**src/rtl/hp_bar_overlay.sv**
```systemverilog
// Health-bar overlay stage: draws N_BARS HP bars with draining damage ghosts and low-HP blink,
// tracks a sticky win/lose verdict, and forwards timing/mouse signals with one cycle of latency.
module hp_bar_overlay #(
  parameter int          N_BARS      = 2,
  parameter int          HP_W        = 8,
  parameter int          BAR_X       = 810,
  parameter int          BAR_Y0      = 40,
  parameter int          BAR_H       = 16,
  parameter int          BAR_PITCH   = 30,
  parameter int          LOW_THR     = 32,
  parameter int          BLINK_SHIFT = 4,
  parameter int          DRAIN_STEP  = 2,
  parameter logic [11:0] COL_OWN     = 12'h3A0,
  parameter logic [11:0] COL_ENEMY   = 12'hF20,
  parameter logic [11:0] COL_GHOST   = 12'hFF0
) (
  input  logic                     clk,
  input  logic                     rst_n,
  input  logic [N_BARS*HP_W-1:0]   hp_in,
  input  logic                     restart,
  input  logic                     hblnk,
  input  logic                     vblnk,
  input  logic                     hsync,
  input  logic                     vsync,
  input  logic [10:0]              hcount,
  input  logic [9:0]               vcount,
  input  logic [11:0]              rgb,
  input  logic [11:0]              xpos_m,
  input  logic [11:0]              ypos_m,
  input  logic                     select,
  output logic                     hblnk_out,
  output logic                     vblnk_out,
  output logic                     hsync_out,
  output logic                     vsync_out,
  output logic [10:0]              hcount_out,
  output logic [9:0]               vcount_out,
  output logic [11:0]              rgb_out,
  output logic [11:0]              xpos_m_out,
  output logic [11:0]              ypos_m_out,
  output logic                     select_out,
  output logic [1:0]               game_end
);

  localparam int          FC_W    = BLINK_SHIFT + 1;
  localparam logic [11:0] BAR_X_W = 12'(BAR_X);

  logic [N_BARS-1:0][HP_W-1:0] hp_s;
  logic [N_BARS-1:0][HP_W-1:0] ghost_q, ghost_d;
  logic [FC_W-1:0]             frame_cnt_q, frame_cnt_d;
  logic [1:0]                  game_end_q, game_end_d;
  logic [11:0]                 rgb_q, rgb_d;
  logic                        hblnk_q, vblnk_q, hsync_q, vsync_q, select_q;
  logic [10:0]                 hcount_q;
  logic [9:0]                  vcount_q;
  logic [11:0]                 xpos_m_q, ypos_m_q;

  logic        tick_s;
  logic        blink_off_s;
  logic        enemies_dead_s;
  logic        in_row_s;
  logic        low_s;
  logic [11:0] hc_s, vc_s, row_top_s, hp_x_s, gh_x_s, pix_s;

  assign hp_s        = hp_in;
  assign tick_s      = (hcount == 11'd0) && (vcount == 10'd0);
  assign blink_off_s = frame_cnt_q[BLINK_SHIFT];
  assign hc_s        = {1'b0, hcount};
  assign vc_s        = {2'b00, vcount};

  // Frame counter and ghost drain/heal, advanced once per frame tick.
  always_comb begin
    frame_cnt_d = frame_cnt_q;
    ghost_d     = ghost_q;
    if (tick_s) begin
      frame_cnt_d = frame_cnt_q + FC_W'(1);
      for (int i = 0; i < N_BARS; i++) begin
        if (ghost_q[i] > hp_s[i]) begin
          if ((ghost_q[i] - hp_s[i]) > HP_W'(DRAIN_STEP)) begin
            ghost_d[i] = ghost_q[i] - HP_W'(DRAIN_STEP);
          end else begin
            ghost_d[i] = hp_s[i];
          end
        end else begin
          ghost_d[i] = hp_s[i];
        end
      end
    end else begin
      frame_cnt_d = frame_cnt_q;
      ghost_d     = ghost_q;
    end
  end

  // Pixel compositing; bars are walked high-to-low so a lower index wins any overlap.
  always_comb begin
    pix_s     = rgb;
    row_top_s = 12'd0;
    hp_x_s    = 12'd0;
    gh_x_s    = 12'd0;
    in_row_s  = 1'b0;
    low_s     = 1'b0;
    for (int i = N_BARS - 1; i >= 0; i--) begin
      row_top_s = 12'(BAR_Y0 + i * BAR_PITCH);
      hp_x_s    = 12'(hp_s[i]);
      gh_x_s    = 12'(ghost_q[i]);
      in_row_s  = (vc_s >= row_top_s) && (vc_s < row_top_s + 12'(BAR_H));
      low_s     = (hp_x_s != 12'd0) && (hp_x_s < 12'(LOW_THR));
      if (in_row_s && (hc_s >= BAR_X_W) && (hc_s < BAR_X_W + hp_x_s) && !(low_s && blink_off_s)) begin
        pix_s = (i == 0) ? COL_OWN : COL_ENEMY;
      end else if (in_row_s && (hc_s >= BAR_X_W + hp_x_s) && (hc_s < BAR_X_W + gh_x_s)) begin
        pix_s = COL_GHOST;
      end else begin
        pix_s = pix_s;
      end
    end
    if (select) begin
      rgb_d = pix_s;
    end else begin
      rgb_d = rgb;
    end
  end

  // Sticky verdict; restart takes precedence over any same-cycle condition.
  always_comb begin
    enemies_dead_s = 1'b1;
    for (int i = 1; i < N_BARS; i++) begin
      if (hp_s[i] != {HP_W{1'b0}}) begin
        enemies_dead_s = 1'b0;
      end else begin
        enemies_dead_s = enemies_dead_s;
      end
    end
    game_end_d = game_end_q;
    if (restart) begin
      game_end_d = 2'd0;
    end else if (select && (game_end_q == 2'd0)) begin
      if (hp_s[0] == {HP_W{1'b0}}) begin
        game_end_d = 2'd2;
      end else if (enemies_dead_s) begin
        game_end_d = 2'd1;
      end else begin
        game_end_d = game_end_q;
      end
    end else begin
      game_end_d = game_end_q;
    end
  end

  // State and output registers.
  always_ff @(posedge clk or negedge rst_n) begin
    if (!rst_n) begin
      ghost_q     <= '{default: {HP_W{1'b0}}};
      frame_cnt_q <= {FC_W{1'b0}};
      game_end_q  <= 2'd0;
      rgb_q       <= 12'd0;
      hblnk_q     <= 1'b0;
      vblnk_q     <= 1'b0;
      hsync_q     <= 1'b0;
      vsync_q     <= 1'b0;
      hcount_q    <= 11'd0;
      vcount_q    <= 10'd0;
      xpos_m_q    <= 12'd0;
      ypos_m_q    <= 12'd0;
      select_q    <= 1'b0;
    end else begin
      ghost_q     <= ghost_d;
      frame_cnt_q <= frame_cnt_d;
      game_end_q  <= game_end_d;
      rgb_q       <= rgb_d;
      hblnk_q     <= hblnk;
      vblnk_q     <= vblnk;
      hsync_q     <= hsync;
      vsync_q     <= vsync;
      hcount_q    <= hcount;
      vcount_q    <= vcount;
      xpos_m_q    <= xpos_m;
      ypos_m_q    <= ypos_m;
      select_q    <= select;
    end
  end

  assign hblnk_out  = hblnk_q;
  assign vblnk_out  = vblnk_q;
  assign hsync_out  = hsync_q;
  assign vsync_out  = vsync_q;
  assign hcount_out = hcount_q;
  assign vcount_out = vcount_q;
  assign rgb_out    = rgb_q;
  assign xpos_m_out = xpos_m_q;
  assign ypos_m_out = ypos_m_q;
  assign select_out = select_q;
  assign game_end   = game_end_q;

endmodule

```
**config.mk**
```make
export PLATFORM = sky130hd
export DESIGN_NAME = hp_bar_overlay
export DESIGN_NICKNAME = d
export VERILOG_FILES = /design/src/rtl/hp_bar_overlay.sv
export SDC_FILE = /design/constraint.sdc
export NUM_CORES = 1
export LEC_CHECK = 0
export BUFFER_PORTS_ARGS = -buffer_cell sky130_fd_sc_hd__buf_2
export CAP_MARGIN = 15
export CORE_MARGIN = 10
export CORE_UTILIZATION = 45
export CTS_BUF_LIST = sky130_fd_sc_hd__clkbuf_8
export DETAILED_ROUTE_END_ITERATION = 16
export PLACE_DENSITY = 0.68
export SLEW_MARGIN = 40
export SYNTH_ARGS = -nofsm -noshare
export SYNTH_HDL_FRONTEND = slang
export SYNTH_SLANG_ARGS = --single-unit
```
**constraint.sdc**
```tcl
create_clock -name clk -period 3.85 [get_ports clk]
set_input_delay 0.1925 -clock clk [delete_from_list [all_inputs] [get_ports clk]]
set_output_delay 0.1925 -clock clk [all_outputs]
set_load 0.01 [all_outputs]
```
==> results.txt <==
The first global-routing pass estimated around 27000 µm of wire. The largest stage delay on the critical path came out at 0.62 ns. The fraction of final layout cells with drive strength greater than 1 came out at around a quarter. The flow ran to the end, and the final reports show no timing, DRC or antenna violations. The time the final worst path needs with I/O delays and setup is roughly 3.2 ns. Setup repair after global routing left no endpoint under its margin. The tightest hold margin is roughly 0.036 ns. The share of cell area taken by muxes after synthesis came out at less than 1%. The cell area power density is between 200 and 300 nW/µm². The slew of the pin with the lowest slew margin is 0.670 ns. The initial utilization of the core area, before any placement, comes to roughly 47%. Walking the worst path, the cells encountered are ha_1, o21ai_0, a21boi_0, xnor2_1, ha_1, and4_1, nand4_1, and4b_1, o41ai_2, and2_1.

By instance count, the cell type seen most on the critical path is ha_1. The category of the worst setup path capture point is a flop. The startpoint identified for the worst register-to-register timing path is ghost_q[9].

The placed cell area is around 6300 µm². The max-capacitance violation count came out at 0. The final worst clock skew came out at about 0.013 ns. Grouping stages by cell kind, the critical path spends the most delay in compound AO/OA/AOI/OAI gates. The share of the synthesized area in compound gates (AO/OA/AOI/OAI) is 20.3%. The number of antenna violations at the first check in global routing came out at 1. The wire length per cell after detailed routing came out at slightly below 20 µm.

The core footprint came out at about 12000 µm². The critical path ends at rgb_out[2]. In the synthesized netlist, the number of instances is approximately 550. For this run, the leading register cell type out of synthesis is dfrtp_1. The number of flops mapped to enable cells by yosys came out at 0. The final critical-path share of the clock period is between 80% and 90%. The source-to-sink clock delay at the later pin of the worst-skew pair came out at 0.36 ns. The largest net degree at the start of global routing came out at 86. By startpoint and endpoint, the worst setup path is classified as flop to flop.

In this run the biggest area consumer among cell types represents about two fifths of the synthesized area. The mapped netlist covers about 5400 µm². The count of unresolved DRC violations after routing is 0. The global router's overall resource usage came out at 20.1%. The area growth from synthesis to layout is 27.2%. For this run, the register share of the synthesized area comes to 39.3%. The count of boundary I/O pins came out at 145. The peak fanout along the critical path is 10.

The maximum clock frequency is 312 MHz. The combinational family with the most area after synthesis is compound AO/OA/AOI/OAI gates. STA classifies the critical path startpoint as a flop. The root buffer selected by CTS is clkbuf_8.

The floorplan has 39 rows. The path type of the worst min-delay path is input pin to flop. The level count of the clock H-tree is 3. After detailed placement, the design holds a cell count of about 830. The slowest cell on the critical path is o41ai_2.

The clock slew at the register clock pins of the worst setup and hold paths came out at ~0.080 ns. The count of buffers inserted at the top-level ports is about 140. After Yosys synthesis, XOR and XNOR cells account for approximately 4.5% of the synthesized area. The number of sinks driven by the clock tree is 85.

After the last flow step, the layout net total stands at roughly 900. STA puts the critical path data required time at roughly 4.1 ns. The global-route congestion overflow total is 0. The via count normalized by instance count is ~5.5. The mean instance size in the synthesized netlist is approximately 9.8 µm². The number of standard cells in the final layout excluding fillers came out at between 800 and 900. The critical path arrival came out at 3.50 ns.

The proportion of register bits with asynchronous set or reset after synthesis is 100%. VDD sags by at most about 160 µV. Once detailed placement completed, the half-perimeter wirelength came to 12900 µm.

After synthesis, the most frequently instantiated cells are dfrtp_1, ha_1, a21oi_1. The via count of the first global-routing pass is roughly 5000. At the end of routability-driven placement, the weighted congestion stood at between 0.8 and 0.9. During synthesis, Yosys emitted a total of 0 warnings. The count of antenna-violating nets left after detailed routing came out at 0. The endpoint identified for the worst register-to-register timing path is rgb_out[2]. The number of buffers inserted during clock tree synthesis came out at 9. The total of endpoints with negative setup slack in the final report is 0. The number of cells on the worst reg-to-reg path came out at 10. Tracing the worst setup path back leads to its startpoint at ghost_q[9]. The buffer and inverter count on the worst path is 0. The number of library cell types mapped by synthesis is 70.

The logic depth of the worst setup path including buffers is 10. Summed over all instances, the cell type with the most area after synthesis is dfrtp_1. Summing the areas of all and, or, nand and nor instances in the mapped netlist gives between 10% and 20% of the synthesized area.

The most common cell in the synthesized netlist is dfrtp_1. The violation count after the first detailed-routing iteration is between 300 and 400. Cells fill about three fifths of the core in the end.

In this run, synthesis produced a sequential element count of between 80 and 90. The internal reg-to-reg setup slack is 0.64 ns. The number of max-slew violations in the final report came out at 0. The final design instance area without fill is ~6900 µm². The number of setup buffers added after CTS came out at 0.

The full die area is 16800 µm². The longest clock path from root to sink contains 2 buffers. The die boundary width is roughly 130 µm.

By area the synthesized netlist is led by dfrtp_1, ha_1, a21oi_1, xnor2_1, inv_1. The first detailed-routing pass ran for 5 iterations. TritonCTS built the clock tree.

The number of nets in the synthesized netlist came out at between 700 and 800. The height of the die came out at about 130 µm. The worst-case headroom to the max-slew limit is a little under three fifths. The leakage power total is approximately 0.0034 µW. The detailed router placed approximately 4900 vias in this run. The post-route setup TNS came out at 0 ns. The area share of fa/ha/maj cells after synthesis came out at roughly 16%.

The number of hold violations in the final report came to 0. The routed design has ~17000 µm of wire.
## cells by family (layout without fill, tap and decap cells)
kind of cell,after synthesis,in the layout
AO/OA/AOI/OAI,167,167
AND/OR/NAND/NOR,149,149
flip-flops,85,85
adder cells (fa/ha/maj),67,67
buffers and inverters,55,246
XOR/XNOR,28,28
multiplexers,2,2
other,0,1
## flip-flops by register name, indices dropped and copies added (netlist names), 2 cells and up
| name | cells |
|---|---|
| hcount_out | 11 |
| xpos_m_out | 12 |
| rgb_out | 12 |
| frame_cnt_q | 5 |
| game_end | 2 |
| ghost_q | 8 |
| vcount_out | 10 |
| ypos_m_out | 12 |
| gh_x_s | 8 |
## power breakdown
part           total [µW]  switching [µW]  internal (µW)
combinational         397             223            174
clock                 641             337            304
sequential            934            8.58            925
## cells in the final DEF (no fill, tap or decap), types with 4 or more instances in the layout
cell type	netlist	layout
nand4_1	11	11
a21oi_2	4	4
buf_4	1	4
o21ai_1	14	14
clkbuf_8	0	10
a21oi_1	54	54
xor2_1	7	7
a21o_1	16	16
nand2_1	23	23
and2_1	5	5
nand3b_1	4	4
nor4_1	4	4
a31oi_1	6	6
nor2b_1	4	4
nand3_1	13	13
buf_2	5	143
inv_1	41	42
o21a_1	8	8
nor3_1	9	9
nor3b_1	4	4
o21ai_0	26	26
nor2_1	30	30
ha_1	65	65
dfrtp_1	85	85
nand2b_1	19	19
dlygate4sd3_1	0	40
xnor2_1	21	21
## what timing repair did
| item | 4_1_cts | 5_1_grt |
|---|---|---|
| resized for setup | 0 | 0 |
| endpoints found under the hold margin | 125 | 0 |
| hold buffers | 40 | 0 |
| setup endpoints to repair | 0 | 0 |
## per-layer routing
layer	GRT usage, %	wire (µm)	share of wire [%]	vias up
li1	-	-	-	2367
met1	24.5	7070	41	2346
met2	34.5	8300	49	181
met3	5.18	1440	8.4	19
met4	5.56	290	1.7	0
met5	0	0	0	-
## how the worst min path moves through the flow
stage,to,cells after the start,from
floorplan,frame_cnt_q[0],0,rst_n
global placement,ypos_m_out[0],1,ypos_m[0]
detailed placement,xpos_m_out[11],1,rst_n
CTS,rgb_out[8],2,rgb[8]
global route,rgb_out[8],2,rgb[8]
finish,rgb_out[8],2,rgb[8]
## area by class of cell
type / instances / area [µm²]
Sequential cell: 85 / 2130
Fill cell: 978 / 4730
Multi-Input combinational cell: 413 / 3060
Clock inverter: 7 / 73.8
Clock buffer: 9 / 124
Timing Repair Buffer: 188 / 1160
Antenna cell: 1 / 2.50
Tap cell: 143 / 179
Inverter: 42 / 158
## per-stage QoR
| step | worst slack [ns] | total power, µW |
|---|---|---|
| 2_1_floorplan | 1.05 | 1140 |
| 3_5_place_dp | 0.627 | 1310 |
| 3_3_place_gp | 0.723 | 1300 |
| 6_report | 0.641 | 1970 |
| 4_1_cts | 0.642 | 1990 |
| 5_1_grt | 0.295 | 2070 |
## worst reg2reg max path, cell delays in order, from the launching register on
cell and delay (ns):
dfrtp_1 0.52, ha_1 0.29, o21ai_0 0.31, a21boi_0 0.18
xnor2_1 0.15, ha_1 0.27, and4_1 0.20, nand4_1 0.11
and4b_1 0.29, o41ai_2 0.62, and2_1 0.21
No activity file was read; power rests on OpenSTA's default activity.
